<file path="src/rtl/sram_1r1w_if.sv">
// Request/response bundle for the sram_1r1w write and read ports.
// master issues writes and read requests; slave (the memory) returns read data.
interface sram_1r1w_if #(
    parameter int ADDR_WIDTH = 4,
    parameter int DATA_WIDTH = 32
);
    logic                    we;
    logic [ADDR_WIDTH-1:0]   waddr;
    logic [DATA_WIDTH-1:0]   wdata;
    logic [DATA_WIDTH/8-1:0] wbe;
    logic                    re;
    logic [ADDR_WIDTH-1:0]   raddr;
    logic [DATA_WIDTH-1:0]   rdata;
    logic                    rvalid;

    modport master (output we, waddr, wdata, wbe, re, raddr, input rdata, rvalid);
    modport slave  (input we, waddr, wdata, wbe, re, raddr, output rdata, rvalid);
endinterface

</file>
<file path="src/rtl/sram_1r1w.sv">
// One-write/one-read register-file memory with byte enables, 1- or 2-cycle read
// latency and selectable same-address read-during-write behaviour.
module sram_1r1w #(
    parameter int SIZE         = 16,
    parameter int DATA_WIDTH   = 32,
    parameter int ADDR_WIDTH   = 4,
    parameter int READ_LATENCY = 1,
    parameter int RDW_MODE     = 0
) (
    input  logic       clk,
    input  logic       rst_n,
    sram_1r1w_if.slave bus
);
    localparam int NBYTES = DATA_WIDTH / 8;

    // Byte-lane merge shared by the write path and the write-through read path.
    function automatic logic [DATA_WIDTH-1:0] merge_bytes(
        input logic [DATA_WIDTH-1:0] old_word,
        input logic [DATA_WIDTH-1:0] new_word,
        input logic [NBYTES-1:0]     be
    );
        logic [DATA_WIDTH-1:0] res;
        res = old_word;
        for (int b = 0; b < NBYTES; b++) begin
            if (be[b]) begin
                res[8*b +: 8] = new_word[8*b +: 8];
            end else begin
                res[8*b +: 8] = old_word[8*b +: 8];
            end
        end
        return res;
    endfunction

    logic [DATA_WIDTH-1:0] r_mem [SIZE];
    logic [DATA_WIDTH-1:0] r_s1_data;
    logic                  r_s1_valid;
    logic [DATA_WIDTH-1:0] r_rdata;
    logic                  r_rvalid;

    logic                  w_wr_ok;
    logic                  w_rd_ok;
    logic                  w_collide;
    logic [DATA_WIDTH-1:0] w_rd_word;
    logic                  w_out_valid;
    logic [DATA_WIDTH-1:0] w_out_data;

    // Address range decode and the word captured at the request edge.
    always_comb begin
        w_wr_ok   = bus.we && (32'(bus.waddr) < SIZE);
        w_rd_ok   = (32'(bus.raddr) < SIZE);
        w_collide = w_wr_ok && (bus.waddr == bus.raddr);
        w_rd_word = {DATA_WIDTH{1'b0}};
        if (w_rd_ok) begin
            if ((RDW_MODE == 1) && w_collide) begin
                w_rd_word = merge_bytes(r_mem[bus.raddr], bus.wdata, bus.wbe);
            end else begin
                w_rd_word = r_mem[bus.raddr];
            end
        end else begin
            w_rd_word = {DATA_WIDTH{1'b0}};
        end
    end

    // Latency select: bypass the middle stage when READ_LATENCY is 1.
    always_comb begin
        w_out_valid = 1'b0;
        w_out_data  = {DATA_WIDTH{1'b0}};
        if (READ_LATENCY == 2) begin
            w_out_valid = r_s1_valid;
            w_out_data  = r_s1_data;
        end else begin
            w_out_valid = bus.re;
            w_out_data  = w_rd_word;
        end
    end

    // Storage array: cleared on reset, byte-masked writes otherwise.
    always_ff @(posedge clk) begin
        if (!rst_n) begin
            for (int i = 0; i < SIZE; i++) begin
                r_mem[i] <= {DATA_WIDTH{1'b0}};
            end
        end else if (w_wr_ok) begin
            r_mem[bus.waddr] <= merge_bytes(r_mem[bus.waddr], bus.wdata, bus.wbe);
        end
    end

    // Read pipeline; rdata only moves on a valid result so it holds otherwise.
    always_ff @(posedge clk) begin
        if (!rst_n) begin
            r_s1_valid <= 1'b0;
            r_s1_data  <= {DATA_WIDTH{1'b0}};
            r_rvalid   <= 1'b0;
            r_rdata    <= {DATA_WIDTH{1'b0}};
        end else begin
            r_s1_valid <= bus.re;
            if (bus.re) begin
                r_s1_data <= w_rd_word;
            end
            r_rvalid <= w_out_valid;
            if (w_out_valid) begin
                r_rdata <= w_out_data;
            end
        end
    end

    assign bus.rdata  = r_rdata;
    assign bus.rvalid = r_rvalid;
endmodule

</file>
<file path="src/flat_wrapper.sv">
// flat-port wrapper written by rule: the top's interface ports become plain ports
module sram_1r1w_flat 
#(
    parameter int SIZE         = 16,
    parameter int DATA_WIDTH   = 32,
    parameter int ADDR_WIDTH   = 4,
    parameter int READ_LATENCY = 1,
    parameter int RDW_MODE     = 0
)
  (clk, rst_n, bus_we, bus_waddr, bus_wdata, bus_wbe, bus_re, bus_raddr, bus_rdata, bus_rvalid);
  sram_1r1w_if #(.ADDR_WIDTH(ADDR_WIDTH), .DATA_WIDTH(DATA_WIDTH)) bus_i ();
  input  logic clk;
  input  logic rst_n;
  input wire logic [$bits(bus_i.we)-1:0] bus_we;
  input wire logic [$bits(bus_i.waddr)-1:0] bus_waddr;
  input wire logic [$bits(bus_i.wdata)-1:0] bus_wdata;
  input wire logic [$bits(bus_i.wbe)-1:0] bus_wbe;
  input wire logic [$bits(bus_i.re)-1:0] bus_re;
  input wire logic [$bits(bus_i.raddr)-1:0] bus_raddr;
  output wire logic [$bits(bus_i.rdata)-1:0] bus_rdata;
  output wire logic [$bits(bus_i.rvalid)-1:0] bus_rvalid;
  assign bus_i.we = bus_we;
  assign bus_i.waddr = bus_waddr;
  assign bus_i.wdata = bus_wdata;
  assign bus_i.wbe = bus_wbe;
  assign bus_i.re = bus_re;
  assign bus_i.raddr = bus_raddr;
  assign bus_rdata = bus_i.rdata;
  assign bus_rvalid = bus_i.rvalid;
  sram_1r1w #(.SIZE(SIZE), .DATA_WIDTH(DATA_WIDTH), .ADDR_WIDTH(ADDR_WIDTH), .READ_LATENCY(READ_LATENCY), .RDW_MODE(RDW_MODE)) u_core (.clk(clk), .rst_n(rst_n), .bus(bus_i));
endmodule
</file>
<file path="config.mk">
export PLATFORM = sky130hd
export DESIGN_NAME = sram_1r1w_flat
export DESIGN_NICKNAME = d
export VERILOG_FILES = /design/src/rtl/sram_1r1w_if.sv /design/src/rtl/sram_1r1w.sv /design/src/flat_wrapper.sv
export SDC_FILE = /design/constraint.sdc
export NUM_CORES = 1
export LEC_CHECK = 0
export CORE_UTILIZATION = 62
export DETAILED_ROUTE_END_ITERATION = 10
export PLACE_DENSITY = 0.79
export SETUP_SLACK_MARGIN = 0.5
export SYNTH_ARGS = -nofsm -noshare
export SYNTH_HDL_FRONTEND = slang
export SYNTH_SLANG_ARGS = --single-unit
</file>
<file path="constraint.sdc">
create_clock -name clk -period 2.33 [get_ports clk]
set_clock_uncertainty 0.15 [all_clocks]
set_input_delay 0.5825 -clock clk [delete_from_list [all_inputs] [get_ports clk]]
set_output_delay 0.5825 -clock clk [all_outputs]
set_load 0.005 [all_outputs]
</file>
==> results of run 1 <==
final cells by class:
cell class	count	area (sq um)
clock buffers	68	1460
clock inverters	32	204
fillers	2356	9120
multi-input cells	1250	9210
flip-flops and latches	545	16100
well taps	518	648
repair buffers	230	2380
what timing repair did:
| action | CTS | global route |
|---|---|---|
| hold endpoints to repair | 0 | 0 |
| resized for setup | 220 | 22 |
| setup buffers | 11 | 5 |
| pin swaps | 16 | 9 |
| endpoints found under the setup margin | 994 | 497 |
| gates cloned | 0 | 2 |
sequential cells by signal (all words and copies together) (netlist names):
name,count
u_core.bus.rvalid,1
u_core.r_mem,512
u_core.bus.rdata,32
where the power goes:
part	internal, mW	switching (mW)	total, mW
combinational	0.750	1.17	1.92
sequential	11.2	0.195	11.4
clock	4.63	3.62	8.24
cells in the final DEF (no fill, tap or decap), types with 3 or more instances in the layout:
cell type / count
mux2i_1: 256
clkbuf_8: 3
clkdlybuf4s50_1: 39
a21oi_1: 63
clkbuf_16: 57
nor2_1: 11
a22oi_1: 64
clkinv_2: 17
nand3_4: 8
nand3_1: 97
buf_6: 9
nand2_2: 6
clkinv_1: 11
o21ai_4: 64
dfxtp_2: 31
and2_1: 513
buf_12: 44
nor2_2: 52
buf_2: 32
nor2b_4: 3
nor2_4: 4
edfxtp_1: 512
buf_4: 97
nand2_1: 96
and2b_2: 3
clkbuf_1: 10
routing by layer:
layer | vias up | track usage [%] | wire (microns)
met5 | - | 0 | 0
met4 | 0 | 13.7 | 2630
met3 | 156 | 4.89 | 5230
met2 | 767 | 50.5 | 30200
met1 | 7911 | 41.1 | 24200
li1 | 7204 | - | -
kinds of logic after synthesis:
family	after synthesis
buffers and inverters	118
AO/OA/AOI/OAI	192
multiplexers	256
flip-flops	545
AND/OR/NAND/NOR	802
final timing paths:
check	from	end	depth (start not counted)
max	u_core.bus.rdata[20]	bus_rdata[20]	1
min	rst_n	u_core.bus.rvalid	2
max reg2reg	u_core.r_mem[9][18]	u_core.bus.rdata[18]	4
min reg2reg	u_core.bus.rdata[5]	u_core.bus.rdata[5]	2
per-stage QoR:
stage / area [sq um] / hold slack, ns / util, % / setup TNS, ns
floorplan: 25800 / 0.300 / - / 0
global placement: 28000 / 0.289 / 71.5 / -236.22
detailed placement: 28000 / 0.295 / 71.5 / -257.09
CTS: 29800 / 0.203 / 76.2 / 0
global route: 30000 / 0.218 / 76.7 / 0
finish: 30000 / 0.222 / 76.7 / 0
==> flow_metrics.env, run 1 <==
export IMPL_ant_nets=0
export IMPL_grt_pass1_wl_microns=94600
export IMPL_synth_nets=1961
export IMPL_grt_pass1_vias=16200
export IMPL_synth_area_leaders="edfxtp_1, and2_1, mux2i_1"
export IMPL_drt_wirelength_per_cell_microns=23.6
export IMPL_drive_gt1_share_pct=20.9
export IMPL_gp_congestion=0.837
export IMPL_crit_path_max_fanout=2
export IMPL_relSlewSlack_pct=63.0
export IMPL_worstPathRequired_ns=1.60
export IMPL_clock_latency_ns=0.60
export IMPL_hold_class="in -> reg"
export IMPL_irDropWorstVdd_mv=0.573
export IMPL_root_buffer="clkbuf_16"
export IMPL_synthCells=1913
export IMPL_crit_family="flip-flops"
export IMPL_min_period_ns=1.82
export IMPL_power_density_nw_per_um2=721
export IMPL_worstSetupEndpointType="output pin"
export IMPL_dieArea_sq_um=40800
export IMPL_yosys_area_share_simple_pct=18.0
export IMPL_avgSynthCellArea_sq_um=13.0
export IMPL_async_flop_share_pct=0
export IMPL_diodes=0
export IMPL_place_inst=2525
export IMPL_critPathKind="reg -> out"
export IMPL_cts_hold_buf=0
export IMPL_clock_sinks=545
export IMPL_ys_seq_elements=545
export IMPL_status="complete, no violations"
export IMPL_rows=72
export IMPL_viasPerCell=6.07
export IMPL_netlist_area_sq_um=24800
export IMPL_synthAdderAreaFrac_pct=0
export IMPL_dr_pass1_iters=5
export IMPL_fin_nets=2129
export IMPL_ys_seq_area_share_pct=64.6
export IMPL_routed_wl_microns=62300
export IMPL_crit_chain="buf_6"
export IMPL_final_cells=2643
export IMPL_synth_edf_count=512
export IMPL_start_util_pct=63.5
export IMPL_die_h_microns=202
export IMPL_drc_errors=0
export IMPL_worst_slack_ns=0.509
export IMPL_drv_slew=0
export IMPL_synth_most_common_cell="and2_1"
export IMPL_leakagePower_nw=11.3
export IMPL_drt_iter0_markers=1322
export IMPL_synth_xor_area_share_pct=0
export IMPL_hold_viol_final=0
export IMPL_clk_pin_slew_ns=0.06
export IMPL_rsz0062_at_grt="true"
export IMPL_dp_hpwl_microns=40500
export IMPL_synth_compound_area_share_pct=4.52
export IMPL_antenna_found_initial=0
export IMPL_die_width_microns=202
export IMPL_num_vias=16000
export IMPL_critical_path_slowest_cell="dfxtp_4"
export IMPL_worst_pin_slew_ns=0.556
export IMPL_startpoint_type="register"
export IMPL_cts_buffers=54
export IMPL_fmax_mhz=549
export IMPL_grt_remaining_overflow=0
export IMPL_core_area_sq_um=39100
export IMPL_post_place_ws_ns=-0.455
export IMPL_synth_top_family_by_area="simple AND/OR/NAND/NOR gates"
export IMPL_syn_to_final_growth_pct=20.8
export IMPL_ys_types=21
export IMPL_rrSetupSlack_ns=0.97
export IMPL_synth_commonest_cells="and2_1, edfxtp_1, mux2i_1"
export IMPL_min_period_over_period_pct=78.2
export IMPL_io_buffers=80
export IMPL_io_pins=81
export IMPL_path_buf_inv=1
export IMPL_cts_tree="yes"
export IMPL_setup_viol=0
export IMPL_cp_arrival_ns=1.09
export IMPL_maxCapViolations=0
export IMPL_ctsHtreeMaxLevel=2
export IMPL_synth_top_area_share_pct=62.0
export IMPL_synth_top_area_cell="edfxtp_1"
export IMPL_synth_mux_area_share_pct=10.3
export IMPL_grt_use_total_pct=30.9
export IMPL_dominantRegCellSynth="edfxtp_1"
export IMPL_grt_max_degree=34
export IMPL_max_stage_delay_ns=0.37
export IMPL_clock_path_buffers=3
export IMPL_power_total_mw=21.6
export IMPL_yosys_warnings=0
(Power assumes the default switching activity.)
==> run 2, diff against run 1 <==
Clock period 2.33 ns to 1.9 ns, I/O delays scaled along.
==> run 2 against run 1 <==
Power is 24% higher. Die area unchanged. Combinational power rose by 32%. Global-route usage decreased by 0.29 points. Largest power group unchanged.
==> flow_metrics.env, run 2 (synthesis gave the netlist of run 1 again) <==
export IMPL_grt_max_degree=41
export IMPL_utilization_pct=78.7
export IMPL_clock_sinks=545
export IMPL_worst_slack_ns=0.192
export IMPL_rsz0062_at_grt="true"
export IMPL_io_buffers=80
export IMPL_drt_wirelength_per_cell_microns=23.6
export IMPL_irDropWorstVdd_mv=0.854
export IMPL_hold_class="in -> reg"
export IMPL_ant_nets=0
export IMPL_gp_congestion=0.817
export IMPL_die_h_microns=202
export IMPL_maxCapViolations=0
export IMPL_cts_tree="yes"
export IMPL_dr_pass1_iters=6
export IMPL_clock_path_buffers=3
export IMPL_final_cell_mix="edfxtp_1, and2_1, mux2i_1, buf_4, nand3_1"
export IMPL_grt_use_total_pct=30.6
export IMPL_crit_family="flip-flops"
export IMPL_drt_iter0_markers=1312
export IMPL_start_util_pct=63.5
export IMPL_largest_reg_flops=512
export IMPL_clock_latency_ns=0.60
export IMPL_io_pins=81
export IMPL_stdcell_area_sq_um=30800
export IMPL_final_common_cell="edfxtp_1"
export IMPL_power_density_nw_per_um2=870
export IMPL_antenna_found_initial=1
export IMPL_ctsHtreeMaxLevel=2
export IMPL_dp_hpwl_microns=40200
export IMPL_r2r_cells=4
export IMPL_min_to="u_core.bus.rvalid"
export IMPL_dieArea_sq_um=40800
export IMPL_rows=72
export IMPL_grt_pass1_wl_microns=93000
export IMPL_hold_start="bus_re"
export IMPL_placed_area_sq_um=28100
export IMPL_core_area_sq_um=39100
export IMPL_min_period_ns=1.71
export IMPL_drv_slew=0
export IMPL_num_vias=16100
export IMPL_max_stage_delay_ns=0.36
export IMPL_leakagePower_nw=11.6
export IMPL_relSlewSlack_pct=72.6
export IMPL_worst_pin_slew_ns=0.410
export IMPL_viasPerCell=6.03
export IMPL_startpoint_type="register"
export IMPL_crit_path_max_fanout=2
export IMPL_rr_startpoint="u_core.r_mem[13][3]"
export IMPL_fmax_mhz=585
export IMPL_drc_errors=0
export IMPL_hold_viol_final=0
export IMPL_syn_to_final_growth_pct=24.0
export IMPL_post_place_ws_ns=-0.734
export IMPL_holdPathStages=3
export IMPL_clk_pin_slew_ns=0.06
export IMPL_path_buf_inv=1
export IMPL_critPathKind="reg -> out"
export IMPL_grt_remaining_overflow=0
export IMPL_die_width_microns=202
export IMPL_regMostFlops="u_core.r_mem"
export IMPL_drive_gt1_share_pct=22.3
export IMPL_cp_arrival_ns=1.08
export IMPL_diodes=0
export IMPL_fin_nets=2165
export IMPL_min_period_over_period_pct=89.9
export IMPL_critical_path_slowest_cell="dfxtp_2"
export IMPL_rrSetupSlack_ns=0.61
export IMPL_worstReg2RegEnd="u_core.bus.rdata[3]"
export IMPL_worstPathRequired_ns=1.27
export IMPL_root_buffer="clkbuf_16"
export IMPL_status="complete, no violations"
export IMPL_routed_wl_microns=63100
export IMPL_setup_viol=0
export IMPL_crit_chain="buf_2"
export IMPL_cts_buffers=54
export IMPL_worstSetupEndpointType="output pin"
export IMPL_grt_pass1_vias=16200
## run 2: cell types whose count changed in the layout (fill, tap and decap cells not counted), sizes merged
cell           delta
clkdlybuf4s50     -7
dlygate4sd2       +1
bufinv            -2
clkdlybuf4s15     -1
clkinv           -11
clkbuf           +16
buf              +40
inv               -2
dlymetal6s2s      +2
## run 2: through the flow
step	std cells	hold slack (ns)	power, mW	TNS, ns
2_1_floorplan	1913	0.300	15.6	0
3_3_place_gp	2525	0.301	16.5	-528.22
3_5_place_dp	2525	0.307	16.6	-583.52
4_1_cts	2660	0.301	26.6	0
5_1_grt	2679	0.274	27.4	0
6_report	2679	0.279	26.8	0
## run 2: report_power, final
group | switching, mW | total [mW] | internal (mW) | leakage (nW)
Sequential | 0.253 | 14.0 | 13.8 | 5.15
Clock | 4.36 | 10.2 | 5.81 | 0.835
Combinational | 1.48 | 2.54 | 1.06 | 5.62
## run 2: how the worst max path moves through the flow
stage,from,endpoint,slack [ns],cells after the start
2_1_floorplan,bus_waddr[2],u_core.r_mem[15][0],0.14,2
3_3_place_gp,bus_waddr[1],u_core.r_mem[6][7],-0.65,6
4_1_cts,u_core.bus.rdata[20],bus_rdata[20],0.18,1
5_1_grt,u_core.bus.rdata[6],bus_rdata[6],0.18,1
6_report,u_core.bus.rdata[6],bus_rdata[6],0.19,1
3_5_place_dp,bus_waddr[1],u_core.r_mem[6][0],-0.73,6
## run 2: metal layers
| metal | share of wire (%) | vias up | wire length, microns | track usage, % |
|---|---|---|---|---|
| li1 | - | 7299 | - | - |
| met1 | 38 | 7981 | 24100 | 38.8 |
| met2 | 50 | 702 | 31800 | 52.3 |
| met3 | 7.4 | 161 | 4680 | 4.42 |
| met4 | 4.0 | 0 | 2530 | 14.0 |
| met5 | 0 | - | 0 | 0 |
## run 2: area by class of cell
cell class / count / area (sq um)
clock buffers: 83 / 1610
clock inverters: 17 / 78.8
fillers: 2210 / 8330
multi-input cells: 1250 / 9370
flip-flops and latches: 545 / 16100
well taps: 518 / 648
repair buffers: 266 / 2970
## run 2: timing repair
item                        CTS  global route
buffers inserted             35            16
hold buffers                  0             0
cloned                        0             3
gates resized for setup     271            44
setup endpoints to repair  1089           551
pin swaps                    34            22
